===== src/rtl/hsv2rgb_clk.sv =====
// Multi-cycle HSV24 -> RGB24 converter that uses one shared restoring divider by 15300 (255*60).
// Define HSV2RGB_ROUND_EN to round quotients half-up instead of truncating them.
//   state   | meaning
//   S_IDLE  | wait for enable, latch clamped H, S, V
//   S_PREP  | hue sector/fraction and the three dividends
//   S_DIV   | 24 cycles: p, q, t quotients, 8 bits each
//   S_DONE  | map to RGB by sector, pulse rgb_done
//   S_READY | drop rgb_done, refuse requests
module hsv2rgb_clk #(
  parameter logic [7:0] HUE_MAX = 8'd179
) (
  input  logic        pclk,
  input  logic        rst,
  input  logic        enable,
  input  logic [23:0] HSV24,
  output logic [23:0] RGB24,
  output logic        rgb_done
);

  typedef enum logic [2:0] {S_IDLE, S_PREP, S_DIV, S_DONE, S_READY} state_t;

  localparam logic [21:0] K     = 22'd15300;
  localparam logic [21:0] K_TOP = K << 7;
`ifdef HSV2RGB_ROUND_EN
  localparam logic [21:0] RND   = 22'd7650;
`else
  localparam logic [21:0] RND   = 22'd0;
`endif

  state_t      state;
  logic [7:0]  h_r, s_r, v_r;
  logic [2:0]  sector_r;
  logic [21:0] dq_r, dt_r;
  logic [21:0] rem, dsh;
  logic [7:0]  quo, p_r, q_r, t_r;
  logic [2:0]  bit_cnt;
  logic [1:0]  sel;

  logic [8:0]  h2_c;
  logic [2:0]  sector_c;
  logic [5:0]  f_c;
  logic [13:0] sf_c, st_c;
  logic [21:0] dp_c, dq_c, dt_c, rem_c;
  logic        ge_c;
  logic [7:0]  quo_c;

  always_comb begin
    h2_c     = {h_r, 1'b0};
    sector_c = 3'(h2_c / 9'd60);
    f_c      = 6'(h2_c % 9'd60);
    sf_c     = 14'(s_r) * 14'(f_c);
    st_c     = 14'(s_r) * (14'd60 - 14'(f_c));
    dp_c     = 22'(v_r) * 22'(8'd255 - s_r) * 22'd60 + RND;
    dq_c     = 22'(v_r) * (K - 22'(sf_c)) + RND;
    dt_c     = 22'(v_r) * (K - 22'(st_c)) + RND;
    // One restoring step: the divisor is pre-shifted, so the remainder never moves.
    ge_c     = (rem >= dsh);
    rem_c    = ge_c ? (rem - dsh) : rem;
    quo_c    = {quo[6:0], ge_c};
  end

  always_ff @(posedge pclk) begin
    if (rst) begin
      state    <= S_IDLE;
      RGB24    <= 24'd0;
      rgb_done <= 1'b0;
      h_r      <= 8'd0;
      s_r      <= 8'd0;
      v_r      <= 8'd0;
      sector_r <= 3'd0;
      dq_r     <= 22'd0;
      dt_r     <= 22'd0;
      rem      <= 22'd0;
      dsh      <= 22'd0;
      quo      <= 8'd0;
      p_r      <= 8'd0;
      q_r      <= 8'd0;
      t_r      <= 8'd0;
      bit_cnt  <= 3'd0;
      sel      <= 2'd0;
    end else begin
      case (state)
        S_IDLE: begin
          rgb_done <= 1'b0;
          if (enable) begin
            h_r   <= (HSV24[23:16] > HUE_MAX) ? HUE_MAX : HSV24[23:16];
            s_r   <= HSV24[15:8];
            v_r   <= HSV24[7:0];
            state <= S_PREP;
          end
        end
        S_PREP: begin
          sector_r <= sector_c;
          rem      <= dp_c;
          dq_r     <= dq_c;
          dt_r     <= dt_c;
          dsh      <= K_TOP;
          bit_cnt  <= 3'd7;
          sel      <= 2'd0;
          state    <= S_DIV;
        end
        S_DIV: begin
          if (bit_cnt == 3'd0) begin
            dsh     <= K_TOP;
            bit_cnt <= 3'd7;
            sel     <= sel + 2'd1;
            case (sel)
              2'd0: begin p_r <= quo_c; rem <= dq_r; end
              2'd1: begin q_r <= quo_c; rem <= dt_r; end
              default: begin t_r <= quo_c; state <= S_DONE; end
            endcase
          end else begin
            rem     <= rem_c;
            dsh     <= dsh >> 1;
            quo     <= quo_c;
            bit_cnt <= bit_cnt - 3'd1;
          end
        end
        S_DONE: begin
          if (s_r == 8'd0) RGB24 <= {v_r, v_r, v_r};
          else begin
            case (sector_r)
              3'd0:    RGB24 <= {v_r, t_r, p_r};
              3'd1:    RGB24 <= {q_r, v_r, p_r};
              3'd2:    RGB24 <= {p_r, v_r, t_r};
              3'd3:    RGB24 <= {p_r, q_r, v_r};
              3'd4:    RGB24 <= {t_r, p_r, v_r};
              default: RGB24 <= {v_r, p_r, q_r};
            endcase
          end
          rgb_done <= 1'b1;
          state    <= S_READY;
        end
        S_READY: begin
          rgb_done <= 1'b0;
          state    <= S_IDLE;
        end
        default: state <= S_IDLE;
      endcase
    end
  end

endmodule

===== config.mk =====
export PLATFORM = sky130hd
export DESIGN_NAME = hsv2rgb_clk
export DESIGN_NICKNAME = d
export VERILOG_FILES = /design/src/rtl/hsv2rgb_clk.sv
export SDC_FILE = /design/constraint.sdc
export NUM_CORES = 1
export LEC_CHECK = 0
export ABC_AREA = 1
export CAP_MARGIN = 20
export CELL_PAD_IN_SITES_DETAIL_PLACEMENT = 0
export CELL_PAD_IN_SITES_GLOBAL_PLACEMENT = 1
export CORE_MARGIN = 2
export CORE_UTILIZATION = 45
export CTS_BUF_LIST = sky130_fd_sc_hd__clkbuf_2 sky130_fd_sc_hd__clkbuf_4 sky130_fd_sc_hd__clkbuf_8
export CTS_CLUSTER_SIZE = 16
export DETAILED_ROUTE_END_ITERATION = 8
export DONT_BUFFER_PORTS = 1
export HOLD_SLACK_MARGIN = 0.08
export PLACE_DENSITY_LB_ADDON = 0.3
export REMOVE_ABC_BUFFERS = 1
export SYNTH_ARGS = -nofsm -noshare
export SYNTH_HDL_FRONTEND = slang
export SYNTH_SLANG_ARGS = --single-unit
export TNS_END_PERCENT = 50

===== constraint.sdc =====
create_clock -name pclk -period 9.8 [get_ports pclk]
set_clock_uncertainty 0.05 [all_clocks]
set_input_delay 1.47 -clock pclk [delete_from_list [all_inputs] [get_ports pclk]]
set_output_delay 1.47 -clock pclk [all_outputs]
set_load 0.03 [all_outputs]

==> out/results.ini <==
[logic_synthesis]
synthesis.yosys.warnings=0
synth_edf_count=0
synth_ff_type=dfxtp_1
synth.avg_cell_area_um2=7.37
ys_top_cells_by_area=fa_1 (24%), dfxtp_1 (15%), ha_1 (13%), inv_1 (11%), nand2_1 (7.8%)
netlist-cell-type-count=58
ys_ff_latch=175
synth_common_cells=inv_1 (680), nand2_1 (492), nor2_1 (330), fa_1 (284), a21oi_1 (278)
synth_most_common_cell=inv_1
synth_top_area_share=0.242
synth_area_um2=23500
postSynthCellCount=3191
synthArstFlopShare=0
synth_area_leader_cell=fa_1
yosysSeqAreaShare=0.149

[critical_path]
worst_r2r_path_depth=53
path_delay_family=adder cells
crit_path_end=dt_r[21]$_SDFFE_PP0P_
rr_endpoint=dt_r[21]$_SDFFE_PP0P_
cp-start-kind=flop
cp_common_cell=fa_1
rr_startpoint=h_r[4]$_SDFFE_PP0P_
crit_slowest_cell=fa_1
cp.depth=53
critPathMaxFanout=6
critPathKind=flop to flop
crit_arrival_ns=10.05
critical_path_buf_inv_count=11
slowest_delay_ns=0.55
critPathLaunch=h_r[4]$_SDFFE_PP0P_
ff2ff_setup_slack_ns=0.17
cp_data_required_time_ns=10.22
worst_setup_path_end_kind=flop

[grt]
grt_overflow=0
met2_usage=0.451
grt_antenna_before_repair=2
use_met1=0.333
first_global_vias=21478
grt.total_usage=0.262
grt_start_max_net_pins=89
grt-busiest-layer=met2
grtUsageMet3=0.0390
grt_pass1_wl_um=110000

[floorplan]
die-height_um=233
core_area_um2=51500
dieWidth_um=233
die_area_um2=54100
io_pins=52
initial_core_util=0.457
rows=83

[sta]
fin_crit_sh=0.982
hold_viol_final=0
grt_setup_unrepaired=yes
slew_headroom=0.230
report.final.slew_viol_count=0
setup_violations=0
fmaxAchievable_ghz=0.104
period_minus_slack_ns=9.63
worst_pin_slew_ns=1.15

[cts]
cts-buffers-inserted=17
cts_root_buf=clkbuf_8
h-tree-depth=4
worstSkewPairLatency_ns=0.59
clkSinkCount=175
clock_path_buffers=2
clkSlewWorstSetupHoldPaths_ns=0.13
cts_tree=built

[drt]
wl_per_cell_um=17.5
wirelength_um=69000
drtIter0Drc=1300
ant_nets=0
drtPass1Iterations=7
drc=2
vias_per_cell=5.29
vias=20927

[final_layout]
area_growth_pct=13.5
fin_util=0.519
seq_area_um2=3510
drive_gt1_frac=0.139
fin_nets=3811
multi_input_area_um2=18100
fillCellCount=5090

[run]
max-cap-violations=0

[run_status]
status=complete, but fails checks
violations=DRC

[placement]
port_buffers=0
gp_congestion=0.906
dp_hpwl_um=53700

[worst_hold_path]
hold_path.class=flop to flop

==> worst min path at each step <==
stage	startpoint	end	slack, ns	cells past startpoint
2_1_floorplan	dq_r[2]$_SDFFE_PP0P_	dq_r[2]$_SDFFE_PP0P_	0.38	2
3_3_place_gp	dq_r[3]$_SDFFE_PP0P_	dq_r[3]$_SDFFE_PP0P_	0.39	2
3_5_place_dp	dq_r[4]$_SDFFE_PP0P_	dq_r[4]$_SDFFE_PP0P_	0.40	2
4_1_cts	dq_r[4]$_SDFFE_PP0P_	dq_r[4]$_SDFFE_PP0P_	0.41	2
5_1_grt	dq_r[4]$_SDFFE_PP0P_	dq_r[4]$_SDFFE_PP0P_	0.44	2
6_report	dq_r[5]$_SDFFE_PP0P_	dq_r[5]$_SDFFE_PP0P_	0.41	2
==> stage by stage <==
stage / TNS (ns) / setup WS, ns / instances / cell area, um^2 / hold slack (ns)
6_report: 0 / 0.173 / 3953 / 26700 / 0.415
5_1_grt: -2.56 / -0.288 / 3953 / 26700 / 0.441
4_1_cts: -0.0469 / -0.0219 / 3921 / 25300 / 0.414
3_5_place_dp: -1.18 / -0.229 / 3889 / 24900 / 0.399
3_3_place_gp: 0 / 0.00455 / 3889 / 24900 / 0.391
2_1_floorplan: -0.0344 / -0.0344 / 3088 / 23100 / 0.382
==> worst reg2reg max path: cells and delay by family (launching register included) <==
family / cells / cell delay (ns)
AOI/OAI and AO/OA: 8 / 0.92
xor gates and xnor gates: 1 / 0.19
adders and majority gates: 10 / 4.33
buffers and inverters: 11 / 0.97
DFF: 1 / 0.38
and+or+nand+nor: 23 / 2.68
==> cell families after synthesis <==
logic type	share of synthesized area
simple gates	0.172
buf+inv	0.128
compound gates	0.152
fa+ha+maj	0.370
flops	0.149
xor+xnor	0.0287
other cells	0.000319
==> cells in the final DEF, fill, tap and decap left out, types with 30 or more instances in the layout <==
cell     synthesis  final
a21oi_1        278    254
buf_4            0    139
dfxtp_1        175    171
fa_1           284    277
ha_1           241    212
inv_1          680    646
inv_2            5     30
nand2_1        492    440
nand2_2          9     45
nand3_1         76     63
nor2_1         330    309
o21ai_0        214    198
xor2_1          46     42
==> metal layers <==
metal / wire length (um) / vias up
li1: - / 10098
met1: 29600 / 10224
met2: 33600 / 487
met3: 3390 / 118
met4: 2400 / 0
met5: 0 / -
==> sequential cells by signal, indices dropped and copies added, names as in the netlist <==
signal	flops
sel	2
quo	7
t_r	8
dsh	21
h_r	8
sector_r	3
dq_r	21
bit_cnt	3
p_r	8
rgb_done	1
state	3
RGB24	24
v_r	8
q_r	8
dt_r	20
s_r	8
rem	22
==> layout make-up <==
class / instances / share of cell area
timing repair buffer: 152 / 0.0458
antenna: 1 / 0.0000937
multi-input combinational: 2222 / 0.679
inverter: 691 / 0.0982
tap: 680 / 0.0319
clock inverter: 14 / 0.00478
clock buffer: 18 / 0.00928
sequential: 175 / 0.131
==> repair_timing <==
item	4_1_cts	5_1_grt
setup buffers	0	30
gates resized for setup	16	279
endpoints found under the setup margin	9	22
pin swaps	4	161
hold buffers	0	0
hold endpoints to repair	0	0
Power is left out: the tool's default activity adds up to more than one toggle a clock period on the data nets, which glitch-free logic cannot reach.
